==> src/rtl/bus_arbiter.sv <==
// rtl/bus_arbiter.sv - two-master, four-slave bus arbiter with address decode and ack timeout
module bus_arbiter #(
  parameter int          TIMEOUT  = 16,
  parameter logic [31:0] ERR_DATA = 32'h0000_0000
) (
  input  logic         clk,
  input  logic         rst,
  input  logic         m0_req_i,
  input  logic [31:0]  m0_addr_i,
  input  logic [31:0]  m0_wdata_i,
  input  logic         m0_rw_i,
  output logic [31:0]  m0_rdata_o,
  output logic         m0_done_o,
  output logic         m0_hold_o,
  input  logic         m1_req_i,
  input  logic [31:0]  m1_addr_i,
  input  logic [31:0]  m1_wdata_i,
  input  logic         m1_rw_i,
  output logic [31:0]  m1_rdata_o,
  output logic         m1_done_o,
  output logic         m1_hold_o,
  output logic [3:0]   s_sel_o,
  output logic [31:0]  s_addr_o,
  output logic [31:0]  s_wdata_o,
  output logic         s_rw_o,
  input  logic [127:0] s_rdata_i,
  input  logic [3:0]   s_ack_i,
  output logic         err_o
);

  typedef enum logic [1:0] {IDLE = 2'd0, BUSY = 2'd1, RESP = 2'd2} state_t;

  localparam logic [7:0] TO_LAST = 8'(TIMEOUT - 1);

  state_t      state, state_nxt;
  logic        gnt, last_m1, rw_q, err_q;
  logic [31:0] addr_q, wdata_q, rdata_q, req_addr;
  logic [7:0]  cnt;
  logic [1:0]  slv;
  logic        any_req, pick_m1, dec_err, ack, to_hit, busy, resp;

  // Round-robin only matters on a tie; a lone requester always wins.
  assign any_req  = m0_req_i | m1_req_i;
  assign pick_m1  = m1_req_i & (~m0_req_i | ~last_m1);
  assign req_addr = pick_m1 ? m1_addr_i : m0_addr_i;
  assign dec_err  = |req_addr[31:30];
  assign slv      = addr_q[29:28];
  assign ack      = s_ack_i[slv];
  assign to_hit   = (cnt == TO_LAST);

  always_ff @(posedge clk or negedge rst) begin
    if (!rst) state <= IDLE;
    else      state <= state_nxt;
  end

  always_comb begin
    state_nxt = state;
    case (state)
      IDLE: if (any_req) state_nxt = dec_err ? RESP : BUSY;
      BUSY: if (ack || to_hit) state_nxt = RESP;
      RESP: state_nxt = IDLE;
      default: state_nxt = IDLE;
    endcase
  end

  always_ff @(posedge clk or negedge rst) begin
    if (!rst) begin
      gnt     <= 1'b0;
      last_m1 <= 1'b1;
      rw_q    <= 1'b0;
      err_q   <= 1'b0;
      addr_q  <= '0;
      wdata_q <= '0;
      rdata_q <= '0;
      cnt     <= '0;
    end else begin
      case (state)
        IDLE: if (any_req) begin
          gnt     <= pick_m1;
          addr_q  <= req_addr;
          wdata_q <= pick_m1 ? m1_wdata_i : m0_wdata_i;
          rw_q    <= pick_m1 ? m1_rw_i : m0_rw_i;
          cnt     <= '0;
          err_q   <= dec_err;
          rdata_q <= dec_err ? ERR_DATA : 32'h0;
        end
        // Ack is tested before the timeout so a boundary ack still succeeds.
        BUSY: begin
          if (ack) begin
            rdata_q <= s_rdata_i[{slv, 5'b0} +: 32];
            err_q   <= 1'b0;
          end else if (to_hit) begin
            rdata_q <= ERR_DATA;
            err_q   <= 1'b1;
          end else begin
            cnt <= cnt + 8'd1;
          end
        end
        RESP: last_m1 <= gnt;
        default: ;
      endcase
    end
  end

  assign busy = (state == BUSY);
  assign resp = (state == RESP);

  assign s_sel_o   = busy ? (4'b0001 << slv) : 4'b0000;
  assign s_addr_o  = busy ? addr_q : 32'h0;
  assign s_wdata_o = busy ? wdata_q : 32'h0;
  assign s_rw_o    = busy & rw_q;

  assign m0_done_o  = resp & ~gnt;
  assign m1_done_o  = resp & gnt;
  assign m0_rdata_o = m0_done_o ? rdata_q : 32'h0;
  assign m1_rdata_o = m1_done_o ? rdata_q : 32'h0;
  assign m0_hold_o  = m0_req_i & ~m0_done_o;
  assign m1_hold_o  = m1_req_i & ~m1_done_o;
  assign err_o      = resp & err_q;

endmodule
==> config.mk <==
export PLATFORM = sky130hd
export DESIGN_NAME = bus_arbiter
export DESIGN_NICKNAME = d
export VERILOG_FILES = /design/src/rtl/bus_arbiter.sv
export SDC_FILE = /design/constraint.sdc
export NUM_CORES = 1
export LEC_CHECK = 0
export ABC_AREA = 1
export BUFFER_PORTS_ARGS = -buffer_cell sky130_fd_sc_hd__buf_2
export CAP_MARGIN = 30
export CORE_MARGIN = 5
export CORE_UTILIZATION = 25
export CTS_BUF_LIST = sky130_fd_sc_hd__clkbuf_16
export CTS_CLUSTER_SIZE = 16
export DETAILED_ROUTE_END_ITERATION = 8
export PLACE_DENSITY = 0.54
export SLEW_MARGIN = 20
export SYNTH_ARGS = -nofsm -noshare
export SYNTH_HDL_FRONTEND = slang
export SYNTH_SLANG_ARGS = --single-unit
==> constraint.sdc <==
create_clock -name clk -period 1.53 [get_ports clk]
set_input_delay 0.3825 -clock clk [delete_from_list [all_inputs] [get_ports clk]]
set_output_delay 0.3825 -clock clk [all_outputs]
set_load 0.02 [all_outputs]
# After elaboration in Yosys (flattened, before gate mapping)
# Cells that the tools add are included.
[word_totals] regBits=110
[classes] bitwise=14 addsub=1 reduce_logical=8 n_eq_ne=8 n_mux=26 shift=2 n_lt_le_gt_ge=1
[ops] op="$mux W32" count=9
[ops] op="$shiftx A128 B8 Y32" count=1
[ops] op="$pmux W32 S2" count=1
[ops] op="$mux W8" count=3
[ops] op="$pmux W8 S2" count=1
[ops] op="$add A8 B1 Y8 const B" count=1
[ops] op="$eq A8 B4 Y1 const B" count=1
[ops] op="$and A1 B1 Y1" count=7
[ops] op="$mux W2" count=3
[ops] op="$ne A2 B2 Y1 const B" count=3
[ops] op="$mux W1" count=5
[ops] op="$not A1 Y1" count=5
[ops] op="$mux W4" count=1
[ops] op="$pmux W2 S2" count=1
[ops] op="$reduce_and A2 Y1" count=2
[ops] op="$reduce_and A4 Y1" count=1
[ops] op="$shl A1 B2 Y4 const A" count=1
[ops] op="$lt A2 B3 Y1 const B" count=1
[ops] op="$ne A3 B3 Y1 const B" count=1
[ops] op="$reduce_and A3 Y1" count=1
[ops] op="$bmux W1 S2" count=1
[ops] op="$eq A2 B1 Y1 const B" count=1
[ops] op="$eq A2 B2 Y1 const B" count=1
[ops] op="$logic_not A2 Y1" count=1
[ops] op="6 further kinds" count=7

# Longest topological paths before layout
[depth] ltp_word=8 depth_mapped=10

# Worst setup path after synthesis
# No wires, ideal clock.
[synth_timing] kind="flip-flop to output port" from="register state[1]" to="output m0_rdata_o[10]" path_stages_with_launch=8 t_arrival_ns=1.400 required_ns=1.147 path_slack_ns=-0.253 n_path_buf=1 path_cell_list="dfrtp_1 -> inv_2 -> nor2_2 -> inv_2 -> nor2_4 -> inv_2 -> buf_2 -> nor2_1"
[synth_via] elab_chain_len=3
[synth_rtl] item="from (decl)" line_no="35" text="state_t state, state_nxt;"
[synth_rtl] item="from (signal assigned)" line_no="53" text="else state <= state_nxt;"
[synth_rtl] item="$eq A2 B2 Y1" line_no="106" text="assign resp = (state == RESP);"
[synth_rtl] item="$and A1 B1 Y1" line_no="113" text="assign m0_done_o = resp & ~gnt;"
[synth_rtl] item="via m0_done_o" line_no="13" text="output logic m0_done_o,"
[synth_rtl] item="$mux W32" line_no="115" text="assign m0_rdata_o = m0_done_o ? rdata_q : 32'h0;"
[synth_rtl] item="to (decl)" line_no="12" text="output logic [31:0] m0_rdata_o,"
# The timed path passes the listed nets, and every way through them passes these cells.

# Worst setup path in the final report
[layout_timing] from="register state[1]" to="output s_wdata_o[1]"
[layout_via] elab_chain_len=2
[layout_rtl] item="$eq A2 B1 Y1" line_no="105" text="assign busy = (state == BUSY);"
[layout_rtl] item="$mux W32" line_no="110" text="assign s_wdata_o = busy ? wdata_q : 32'h0;"
[layout_rtl] item="to (decl)" line_no="24" text="output logic [31:0] s_wdata_o,"
# No other way between the ends.

==> metrics.txt <==
maximum clock rate=approximately 480 MHz; synthesized flop and latch total=110; Syn. warnings=0; fillcell total=2467; Synth Area in Adders=0.00187; CTS Buf Count=9; gr usage total=0.207; critical path class=reg2out; worst clock skew=0.0142 ns; period utilisation layout=1.36; Die Ht=174 um; RSZ-0062 raised after global routing=yes; final count of pins violating max slew=0; largest net degree at the start of global routing=50; Iter 0 DRT Violations=333; Routed Antenna Nets=0; Ports=404; routed wire length=approximately 34000 um; CTS root buf=clkbuf_16; Post-Synthesis Net Count=1233; sequential share of the synthesized area=0.412; minimum clock period=2.08 ns; setup ws final=-0.546 ns; # rows=59; Initial Util=0.255; post-synthesis mux area share=0; nets=1713; Max Buffers Root-to-Sink=2; Register Area=2760 sq um; xor/xnor share of the synthesized area=0.00262; status=finished, violations left; Synth Cell Area=6690 sq um; Core Util, Final=0.506; Worst Path Arrival=1.69 ns; Yosys top cell area share=0.408; half-perimeter wire length after placement=22000 um; worst vdd ir=between 0.8 and 0.9 mV; Mapped Cells=966; CP endpoint kind=output pin; largest family of logic cells by synthesized area=simple AND/OR/NAND/NOR gates; clk_lat worst skew=0.35 ns; DRT Pass-1 Iters=5; initial antenna violation count=4; synth-to-layout area growth=98.3%; Simple-Gate Fraction of Synth Area=0.265; Worst Path Required=1.15 ns; Multi-input gate area=approximately 4600 sq um; core box area=26200 sq um; layout cells sized above 1=0.560; grt met2 use=0.368; met3 Track Usage GR=0.0541; Placed Area=between 10000 and 15000 sq um; Max Cap Viol=0; first-pass GRT wire length=49700 um; Vias=8490; final hold violations=0; DR DRC count=0; gpl congestion=around 0.83; Lkg Pwr=around 6.2 nW; Via density=4.75; failing checks=negative setup slack; Synth cell types=31; die area=30100 sq um; crit-path max FO=8; Avg Cell Area, Syn=6.92 sq um; actual slew at the worst max-slew pin=between 0.5 and 0.6 ns; most used routing layer=met2; total clock sinks=110; pre-CTS WS=-0.185 ns; H-Tree Depth=3; chip width=roughly 170 um; CP startpoint kind=register; commonest non-fill, non-tap cell in the layout=buf_2; met1 Track Usage GR=0.253; grt ovf=0; worst rel slew slack=0.663; most frequent cells in the layout=265 x buf_2, 132 x nor2_4, 132 x nor2_1; PortBufs=403; Worst-path clk slew=0.08 ns; Final Instance Area=approximately 13000 sq um; Synth area leader=dfrtp_1; Final setup viols=~250; Min-Delay Path Class=in2reg; vias in the first global route=8644; drt wl/cell=18.8 um; power density cells=1750 nW/um^2; CTS tree=done; Synth Area in Compound Gates=0.196; dominant cells by area after synthesis=dfrtp_1 41%, nor2_1 15%, o21ai_0 9.6%, o22ai_1 8.9%, nand2_1 6.7%
-- sequential cells by signal, indices dropped and copies added, names as in the netlist --
signal and flops:
err_q 1, wdata_q 32, cnt 8, last_m1 1, rdata_q 32, addr_q 32
rw_q 1, gnt 1, state 2
-- Yosys cell counts (all sizes together) --
library cell	number
o22ai	95
inv	119
nand3b	2
ha	1
dfstp	1
nand2	141
nor3	4
nor2	269
dfrtp	109
buf	40
nand3	12
nand4	1
xor2	2
o21ai	140
or2	2
clkbuf	27
o21bai	1
-- kinds of logic (layout without fill, tap and decap cells) --
family | after synthesis | in the layout
other cells | 0 | 2
buf+inv | 186 | 671
flops | 110 | 110
fa+ha+maj | 1 | 1
simple gates | 431 | 431
xor+xnor | 2 | 2
compound gates | 236 | 236
-- report_power, final --
group	internal (mW)	switching, mW
logic	7.31	9.03
clock network	1.13	1.21
registers	4.10	0.493
total	12.5	10.7
-- per-stage QoR --
stage                     TNS (ns)  power [mW]  instances  hold WS (ns)
final                      -107.23        23.3       1788         0.256
after detailed placement    -19.31        14.8       1697         0.323
after global placement      -18.29        14.7       1697         0.327
after global routing       -124.81        24.7       1787         0.256
after floorplan              -7.22        11.7        966        0.0869
after CTS                   -97.89        21.7       1781         0.253
-- path summary, 6_finish.rpt --
| path | to | slack [ns] | start | cells after the start |
|---|---|---|---|---|
| max in group asynchronous | rdata_q[19] | 0.47 | rst | 3 |
| hold / removal | addr_q[4] | 0.26 | m1_addr_i[4] | 3 |
| setup reg to reg | wdata_q[10] | -0.48 | state[1] | 14 |
| min in group asynchronous | addr_q[4] | 0.47 | rst | 2 |
| setup / recovery | s_wdata_o[1] | -0.55 | state[1] | 6 |
| hold reg to reg | rdata_q[19] | 0.48 | rdata_q[19] | 2 |
-- final cells by class --
| cell class | count | area share |
|---|---|---|
| antenna | 2 | 0.000377 |
| sequential | 110 | 0.208 |
| timing repair inverter | 6 | 0.00585 |
| clock inverter | 7 | 0.00443 |
| clock buffer | 9 | 0.0170 |
| tap | 335 | 0.0316 |
| timing repair buffer | 530 | 0.348 |
| inverter | 119 | 0.0373 |
| multi-input combinational | 670 | 0.347 |
-- worst max-delay path, stage by stage (launching register included) --
cell	delay (ns)
dfrtp_2	0.42
buf_6	0.13
nor2_8	0.20
clkinv_8	0.14
buf_12	0.19
nor2_4	0.11
buf_6	0.13
-- routing by layer --
layer | vias up | part of all wire | routed length, um
met5 | - | 0.00086 | 29
met4 | 4 | 0.014 | 467
met3 | 31 | 0.068 | 2290
met2 | 337 | 0.52 | 17400
met1 | 4044 | 0.40 | 13400
li1 | 4074 | - | -
-- repair_timing --
action                                 4_1_cts  5_1_grt
cloned                                      25        5
setup buffers                               42       20
setup endpoints to repair                  239      247
endpoints found under the hold margin       19        0
pin swaps                                   16       59
gates resized for setup                    309      254
hold buffers                                 1        0
(Power assumes the default switching activity.)
